File: src/rtl/bf_pkg.sv
// Opcode encodings, sequencer states and pointer defaults shared by bf_core.
package bf_pkg;

   localparam logic [7:0] PcStartDefault  = 8'h00;
   localparam logic [7:0] DataBaseDefault = 8'h80;

   localparam logic [7:0] OpInc   = 8'h2B;
   localparam logic [7:0] OpDec   = 8'h2D;
   localparam logic [7:0] OpRight = 8'h3E;
   localparam logic [7:0] OpLeft  = 8'h3C;
   localparam logic [7:0] OpOut   = 8'h2E;
   localparam logic [7:0] OpIn    = 8'h2C;
   localparam logic [7:0] OpLoopL = 8'h5B;
   localparam logic [7:0] OpLoopR = 8'h5D;
   localparam logic [7:0] OpHalt  = 8'h00;

   typedef enum logic [3:0] {
      StIdle,
      StFetch,
      StExec,
      StWrite,
      StOut,
      StIn,
      StScanfA,
      StScanfC,
      StScanbA,
      StScanbC,
      StHalt
   } bf_state_e;

endpackage

File: src/rtl/bf_core.sv
// Brainfuck execution sequencer: fetches from a shared registered-output SRAM, executes,
// writes back through its single write port, with ready/valid byte I/O.
module bf_core
   import bf_pkg::*;
#(
   parameter logic [7:0] PC_START  = PcStartDefault,
   parameter logic [7:0] DATA_BASE = DataBaseDefault
) (
   input  logic       clk,
   input  logic       rst_n,
   input  logic       i_start,
   output logic [7:0] o_instptr,
   output logic [7:0] o_dataptr,
   output logic       o_memwrite,
   output logic [7:0] o_datain,
   input  logic [7:0] i_instr,
   input  logic [7:0] i_data,
   output logic [7:0] o_out_data,
   output logic       o_out_valid,
   input  logic       i_out_ready,
   input  logic [7:0] i_in_data,
   input  logic       i_in_valid,
   output logic       o_in_ready,
   output logic       o_busy,
   output logic       o_halted,
   output logic       o_error
);

   bf_state_e  r_state, w_state_nxt;
   logic [7:0] r_pc, w_pc_nxt;
   logic [7:0] r_dp, w_dp_nxt;
   logic [7:0] r_depth, w_depth_nxt;
   logic [7:0] r_datain, w_datain_nxt;
   logic [7:0] r_out_data, w_out_data_nxt;
   logic       r_memwrite, w_memwrite_nxt;
   logic       r_out_valid, w_out_valid_nxt;
   logic       r_in_ready, w_in_ready_nxt;
   logic       r_busy, w_busy_nxt;
   logic       r_halted, w_halted_nxt;
   logic       r_error, w_error_nxt;
   logic       w_stop, w_fault;
   logic [7:0] w_pc_inc, w_pc_dec;

   assign w_pc_inc = r_pc + 8'd1;
   assign w_pc_dec = r_pc - 8'd1;

   always_comb begin
      w_state_nxt     = r_state;
      w_pc_nxt        = r_pc;
      w_dp_nxt        = r_dp;
      w_depth_nxt     = r_depth;
      w_datain_nxt    = r_datain;
      w_out_data_nxt  = r_out_data;
      w_memwrite_nxt  = 1'b0;
      w_out_valid_nxt = r_out_valid;
      w_in_ready_nxt  = r_in_ready;
      w_busy_nxt      = r_busy;
      w_halted_nxt    = r_halted;
      w_error_nxt     = r_error;
      w_stop          = 1'b0;
      w_fault         = 1'b0;
      case (r_state)
         StIdle, StHalt: begin
            if (i_start) begin
               w_state_nxt  = StFetch;
               w_pc_nxt     = PC_START;
               w_dp_nxt     = DATA_BASE;
               w_busy_nxt   = 1'b1;
               w_halted_nxt = 1'b0;
               w_error_nxt  = 1'b0;
            end
         end
         StFetch:  w_state_nxt = StExec;
         StExec: begin
            w_pc_nxt    = w_pc_inc;
            w_state_nxt = StFetch;
            case (i_instr)
               OpInc, OpDec: begin
                  w_datain_nxt   = (i_instr == OpInc) ? i_data + 8'd1 : i_data - 8'd1;
                  w_memwrite_nxt = 1'b1;
                  w_state_nxt    = StWrite;
               end
               OpRight: w_dp_nxt = r_dp + 8'd1;
               OpLeft:  w_dp_nxt = r_dp - 8'd1;
               OpOut: begin
                  w_pc_nxt        = r_pc;
                  w_out_data_nxt  = i_data;
                  w_out_valid_nxt = 1'b1;
                  w_state_nxt     = StOut;
               end
               OpIn: begin
                  w_pc_nxt       = r_pc;
                  w_in_ready_nxt = 1'b1;
                  w_state_nxt    = StIn;
               end
               OpLoopL: begin
                  if (i_data == 8'd0) begin
                     // Starting a forward scan from 0xFF would already wrap.
                     w_stop      = (r_pc == 8'hFF);
                     w_fault     = (r_pc == 8'hFF);
                     w_depth_nxt = 8'd1;
                     w_state_nxt = StScanfA;
                  end
               end
               OpLoopR: begin
                  if (i_data != 8'd0) begin
                     w_stop      = (r_pc == 8'h00);
                     w_fault     = (r_pc == 8'h00);
                     w_depth_nxt = 8'd1;
                     w_pc_nxt    = w_pc_dec;
                     w_state_nxt = StScanbA;
                  end
               end
               OpHalt:  w_stop = 1'b1;
               default: ;
            endcase
         end
         StWrite:  w_state_nxt = StFetch;
         StOut: begin
            if (i_out_ready) begin
               w_out_valid_nxt = 1'b0;
               w_pc_nxt        = w_pc_inc;
               w_state_nxt     = StFetch;
            end
         end
         StIn: begin
            if (i_in_valid) begin
               w_in_ready_nxt = 1'b0;
               w_datain_nxt   = i_in_data;
               w_memwrite_nxt = 1'b1;
               w_pc_nxt       = w_pc_inc;
               w_state_nxt    = StWrite;
            end
         end
         StScanfA: w_state_nxt = StScanfC;
         StScanfC: begin
            if (i_instr == OpLoopR && r_depth == 8'd1) begin
               w_depth_nxt = 8'd0;
               w_pc_nxt    = w_pc_inc;
               w_state_nxt = StFetch;
            end else if (r_pc == 8'hFF || (i_instr == OpLoopL && r_depth == 8'hFF)) begin
               w_stop  = 1'b1;
               w_fault = 1'b1;
            end else begin
               if (i_instr == OpLoopL) w_depth_nxt = r_depth + 8'd1;
               if (i_instr == OpLoopR) w_depth_nxt = r_depth - 8'd1;
               w_pc_nxt    = w_pc_inc;
               w_state_nxt = StScanfA;
            end
         end
         StScanbA: w_state_nxt = StScanbC;
         StScanbC: begin
            if (i_instr == OpLoopL && r_depth == 8'd1) begin
               w_depth_nxt = 8'd0;
               w_pc_nxt    = w_pc_inc;
               w_state_nxt = StFetch;
            end else if (r_pc == 8'h00 || (i_instr == OpLoopR && r_depth == 8'hFF)) begin
               w_stop  = 1'b1;
               w_fault = 1'b1;
            end else begin
               if (i_instr == OpLoopR) w_depth_nxt = r_depth + 8'd1;
               if (i_instr == OpLoopL) w_depth_nxt = r_depth - 8'd1;
               w_pc_nxt    = w_pc_dec;
               w_state_nxt = StScanbA;
            end
         end
         default:  w_state_nxt = StIdle;
      endcase
      // Halting freezes the PC where execution or the failed scan stopped.
      if (w_stop) begin
         w_pc_nxt     = r_pc;
         w_state_nxt  = StHalt;
         w_busy_nxt   = 1'b0;
         w_halted_nxt = 1'b1;
         if (w_fault) w_error_nxt = 1'b1;
      end
   end

   always_ff @(posedge clk or negedge rst_n) begin
      if (!rst_n) begin
         r_state     <= StIdle;
         r_pc        <= PC_START;
         r_dp        <= DATA_BASE;
         r_depth     <= 8'd0;
         r_datain    <= 8'd0;
         r_out_data  <= 8'd0;
         r_memwrite  <= 1'b0;
         r_out_valid <= 1'b0;
         r_in_ready  <= 1'b0;
         r_busy      <= 1'b0;
         r_halted    <= 1'b0;
         r_error     <= 1'b0;
      end else begin
         r_state     <= w_state_nxt;
         r_pc        <= w_pc_nxt;
         r_dp        <= w_dp_nxt;
         r_depth     <= w_depth_nxt;
         r_datain    <= w_datain_nxt;
         r_out_data  <= w_out_data_nxt;
         r_memwrite  <= w_memwrite_nxt;
         r_out_valid <= w_out_valid_nxt;
         r_in_ready  <= w_in_ready_nxt;
         r_busy      <= w_busy_nxt;
         r_halted    <= w_halted_nxt;
         r_error     <= w_error_nxt;
      end
   end

   assign o_instptr   = r_pc;
   assign o_dataptr   = r_dp;
   assign o_memwrite  = r_memwrite;
   assign o_datain    = r_datain;
   assign o_out_data  = r_out_data;
   assign o_out_valid = r_out_valid;
   assign o_in_ready  = r_in_ready;
   assign o_busy      = r_busy;
   assign o_halted    = r_halted;
   assign o_error     = r_error;

endmodule

File: config.mk
export PLATFORM = sky130hd
export DESIGN_NAME = bf_core
export DESIGN_NICKNAME = d
export VERILOG_FILES = /design/src/rtl/bf_pkg.sv /design/src/rtl/bf_core.sv
export SDC_FILE = /design/constraint.sdc
export NUM_CORES = 1
export LEC_CHECK = 0
export CORE_UTILIZATION = 54
export DETAILED_ROUTE_END_ITERATION = 6
export PLACE_DENSITY = 0.82
export SLEW_MARGIN = 15
export SYNTH_ARGS = -nofsm -noshare
export SYNTH_HDL_FRONTEND = slang
export SYNTH_SLANG_ARGS = --single-unit
File: constraint.sdc
create_clock -name clk -period 3.1 [get_ports clk]
set_clock_uncertainty 0.2 [all_clocks]
set_input_delay 0.465 -clock clk [delete_from_list [all_inputs] [get_ports clk]]
set_output_delay 0.465 -clock clk [all_outputs]
set_load 0.01 [all_outputs]
==> key figures <==
Cells and area
  – Final Net Count: between 600 and 700
  – Fillers: about 560
  – Core Util, Final: 0.734
  – Seq. cell area: 1250 sq um
  – Multi-input logic area: between 2000 and 3000 sq um
  – Final Instance Area: around 5300 sq um
  – Area grow syn2layout: 32.1%
  – Number of diodes: 0
  – Post-route insts no fill: 673
  – Share of layout cells above drive strength 1: 0.178

GRT
  – Vias in the first global route: between 3000 and 4000
  – Grt total ovfl: 0
  – Total track usage: 0.311
  – Largest net degree at the start of global routing: 27
  – First-pass GRT wire length: about 19 mm
  – Initial antenna violation count: 0

STA
  – Fin. max-slew vios: 0
  – Final Hold Fails: 0
  – Hold slack final: between 200 and 300 ps
  – Achievable frequency: between 300 and 400 MHz
  – Slew headroom: 0.451
  – Tcrit/Tclk final: 0.936
  – Setup ws final: around 200 ps
  – Unrepaired setup endpoints after global routing: false
  – Slew of the pin with the lowest slew margin: between 800 and 900 ps
  – Final Setup Violations: 0
  – Min cycle time layout: about 2900 ps
  – Sum of negative setup slack: 0 ps

Synthesis
  – Dominant cell type by area after synthesis: dfrtp_1
  – Mux cell area share after synthesis: 0.0437
  – Fraction of registers with async set/reset: 1.00
  – Number of synthesized register bits: 50
  – Yosys Warn Count: 0
  – Sequential-to-total area share from yosys stat: 0.312
  – Unique masters post-synth: roughly 80
  – Top post-synthesis cells by count: dfrtp_1 (49), nor2_1 (43), a21oi_1 (35), nand2_1 (31), o21ai_0 (30)
  – Yosys top cell area share: 0.306
  – Combinational family with the most area after synthesis: compound AO/OA/AOI/OAI gates
  – Number of flops mapped to enable cells by yosys: 0
  – Post-Synth Simple-Gate Area: 0.244
  – Mapped Cells: around 470
  – Synth top area cells: dfrtp_1 (31%), ha_1 (5.6%), a21oi_1 (4.4%), nor2_1 (4.0%), o21ai_0 (3.7%)
  – Synth Cell Area: between 4000 and 5000 sq um
  – Post-synthesis xor/xnor area fraction: 0.0284
  – Adder-cell share of the synthesized area: 0.0662
  – Compound-cell area share of the yosys netlist: 0.267
  – Count leader, synth: dfrtp_1
  – Avg Cell Area, Syn: 8.62 sq um
  – Syn Nets: slightly above 500
  – Commonest register cell after synthesis: dfrtp_1

Critical path
  – Data arrival time of the critical path: just under 3000 ps
  – CP Launch Type: input pin
  – CP endpoint kind: register
  – CP cell instances: clkdlybuf4s50_1 > buf_4 > and4b_1 > nand2_2 > fa_1 > a21o_1 > a21o_1 > a2111oi_1 > a31oi_1 > nand2_1 > a31oi_1
  – CP required: 3100 ps
  – Type of the worst setup path: input pin to register
  – Crit path max fanout: 6
  – CP peak stage delay: around 430 ps
  – CP max-delay cell: clkdlybuf4s50_1

Clocking
  – Clock Sinks: 50
  – CTS tree: built
  – Clock slew at reported path FFs: roughly 100 ps
  – Insertion delay to the later sink of the worst-skew pair: 310 ps
  – Clock Tree Buf Depth: 2
  – Setup Buffers After CTS: 0
  – Htree depth: 2
  – Root Driver: clkbuf_8
  – Num CTS Buffers: 5

Detailed routing
  – DRT Wirelength: ~11 mm
  – Detailed-route via count: between 4000 and 5000
  – TritonRoute pass-1 iters: 7
  – WL per Instance: between 15 and 20 um
  – Vias/cell: 6.27
  – Antenna viol nets, final: 0
  – DRC: 0
  – Initial detailed-routing violation count: roughly 440

Floorplan
  – Row cnt: 31
  – Die X: between 80 and 90 um
  – Full die area: just under 8000 sq um
  – Chip Height: about 90 um
  – Initial Util: 0.556
  – # IOs: 67
  – Core footprint: between 7000 and 8000 sq um

Place
  – Final Wtd Congestion: slightly above 0.9
  – Post-Place Cells: 664
  – Post-DP HPWL: between 8 and 9 mm
  – IO buf count: 66
  – Post-DP Area: 5150 sq um
  – Pre-CTS setup slack: -304 ps

Status
  – Outcome: completed

Pwr
  – Leakage power: around 2.2 nW
  – Final Power: ~2.8 mW
  – Peak supply drop: around 0.00022 V
  – Pwr dens: around 520 nW/um^2

Run
  – Max Cap Viol: 0

Min path
  – Type of the most critical hold path: register to register
## critical path, delay by kind of cell
family | cells | cell delay (ps)
buffers and inverters | 2 | 600
AND/OR/NAND/NOR | 3 | 520
adder cells (fa/ha/maj) | 1 | 410
AO/OA/AOI/OAI | 5 | 890
## registers in the layout (all words and copies together), names as in the netlist
signal and flops:
o_dataptr 8, o_datain 8, r_depth 8, o_error 1, o_busy 1, o_halted 1, o_instptr 8, r_state 4
o_in_ready 1, o_out_data 8, o_out_valid 1, o_memwrite 1
## layout by cell type, fill, tap and decap left out, types with 4 or more instances in the layout
master            n
nand2b_1          4
xnor2_1           7
nand2_1          30
a21oi_1          35
nor4_1            7
mux2i_1           4
a211oi_1          4
nand3_1          21
mux2_2           12
o21ai_0          30
a22oi_1           5
nand4b_1          4
clkbuf_8          5
or4_1             4
inv_1            15
o22ai_1           9
nor2b_1           4
o31ai_1          11
nor3_1            9
and3_1            6
nand4_1           5
a21o_1            5
a31oi_1           9
ha_1             18
xor2_1            6
nor2_1           42
dfrtp_1          49
o211ai_1          5
clkdlybuf4s50_1  65
buf_4            55
## cell families (layout without fill, tap and decap cells)
| family | count (synthesis) | after routing |
|---|---|---|
| buffers and inverters | 38 | 147 |
| XOR/XNOR | 13 | 13 |
| multiplexers | 16 | 16 |
| AO/OA/AOI/OAI | 155 | 155 |
| flip-flops | 50 | 50 |
| adder cells (fa/ha/maj) | 20 | 20 |
| AND/OR/NAND/NOR | 173 | 173 |
## layout make-up
type	instances	share of cell area
flip-flops and latches	50	0.236
well taps	99	0.0234
clock buffers	7	0.0144
clock inverters	1	0.00567
inverters	15	0.0106
multi-input cells	377	0.498
repair buffers	124	0.211
## report_power, final
group | switching, mW | internal, mW | total [mW]
sequential | 0.149 | 0.749 | 0.898
combinational | 0.723 | 0.661 | 1.38
clock | 0.227 | 0.242 | 0.469
total | 1.10 | 1.65 | 2.75
## repair_timing
| item | 4_1_cts | 5_1_grt |
|---|---|---|
| endpoints found under the setup margin | 0 | 6 |
| resized for setup | 0 | 7 |
| hold endpoints to repair | 24 | 0 |
| hold buffers | 1 | 0 |
## metal layers
| layer | track usage | vias to the layer above | routed length (um) |
|---|---|---|---|
| li1 | - | 1999 | - |
| met1 | 0.413 | 2036 | 4920 |
| met2 | 0.529 | 168 | 5680 |
| met3 | 0.0528 | 14 | 766 |
| met4 | 0.0733 | 0 | 129 |
| met5 | 0 | - | 0 |
## worst paths after layout
kind / startpoint / to / slack (ps) / depth (start not counted)
max: i_instr[2] / o_datain[6] / 200 / 11
min: o_halted / o_halted / 290 / 2
max reg2reg: r_depth[1] / o_instptr[7] / 220 / 9
min reg2reg: o_halted / o_halted / 290 / 2
max in group asynchronous: rst_n / o_dataptr[7] / 1400 / 3
min in group asynchronous: rst_n / o_dataptr[3] / 480 / 2
(Power assumes the default switching activity.)
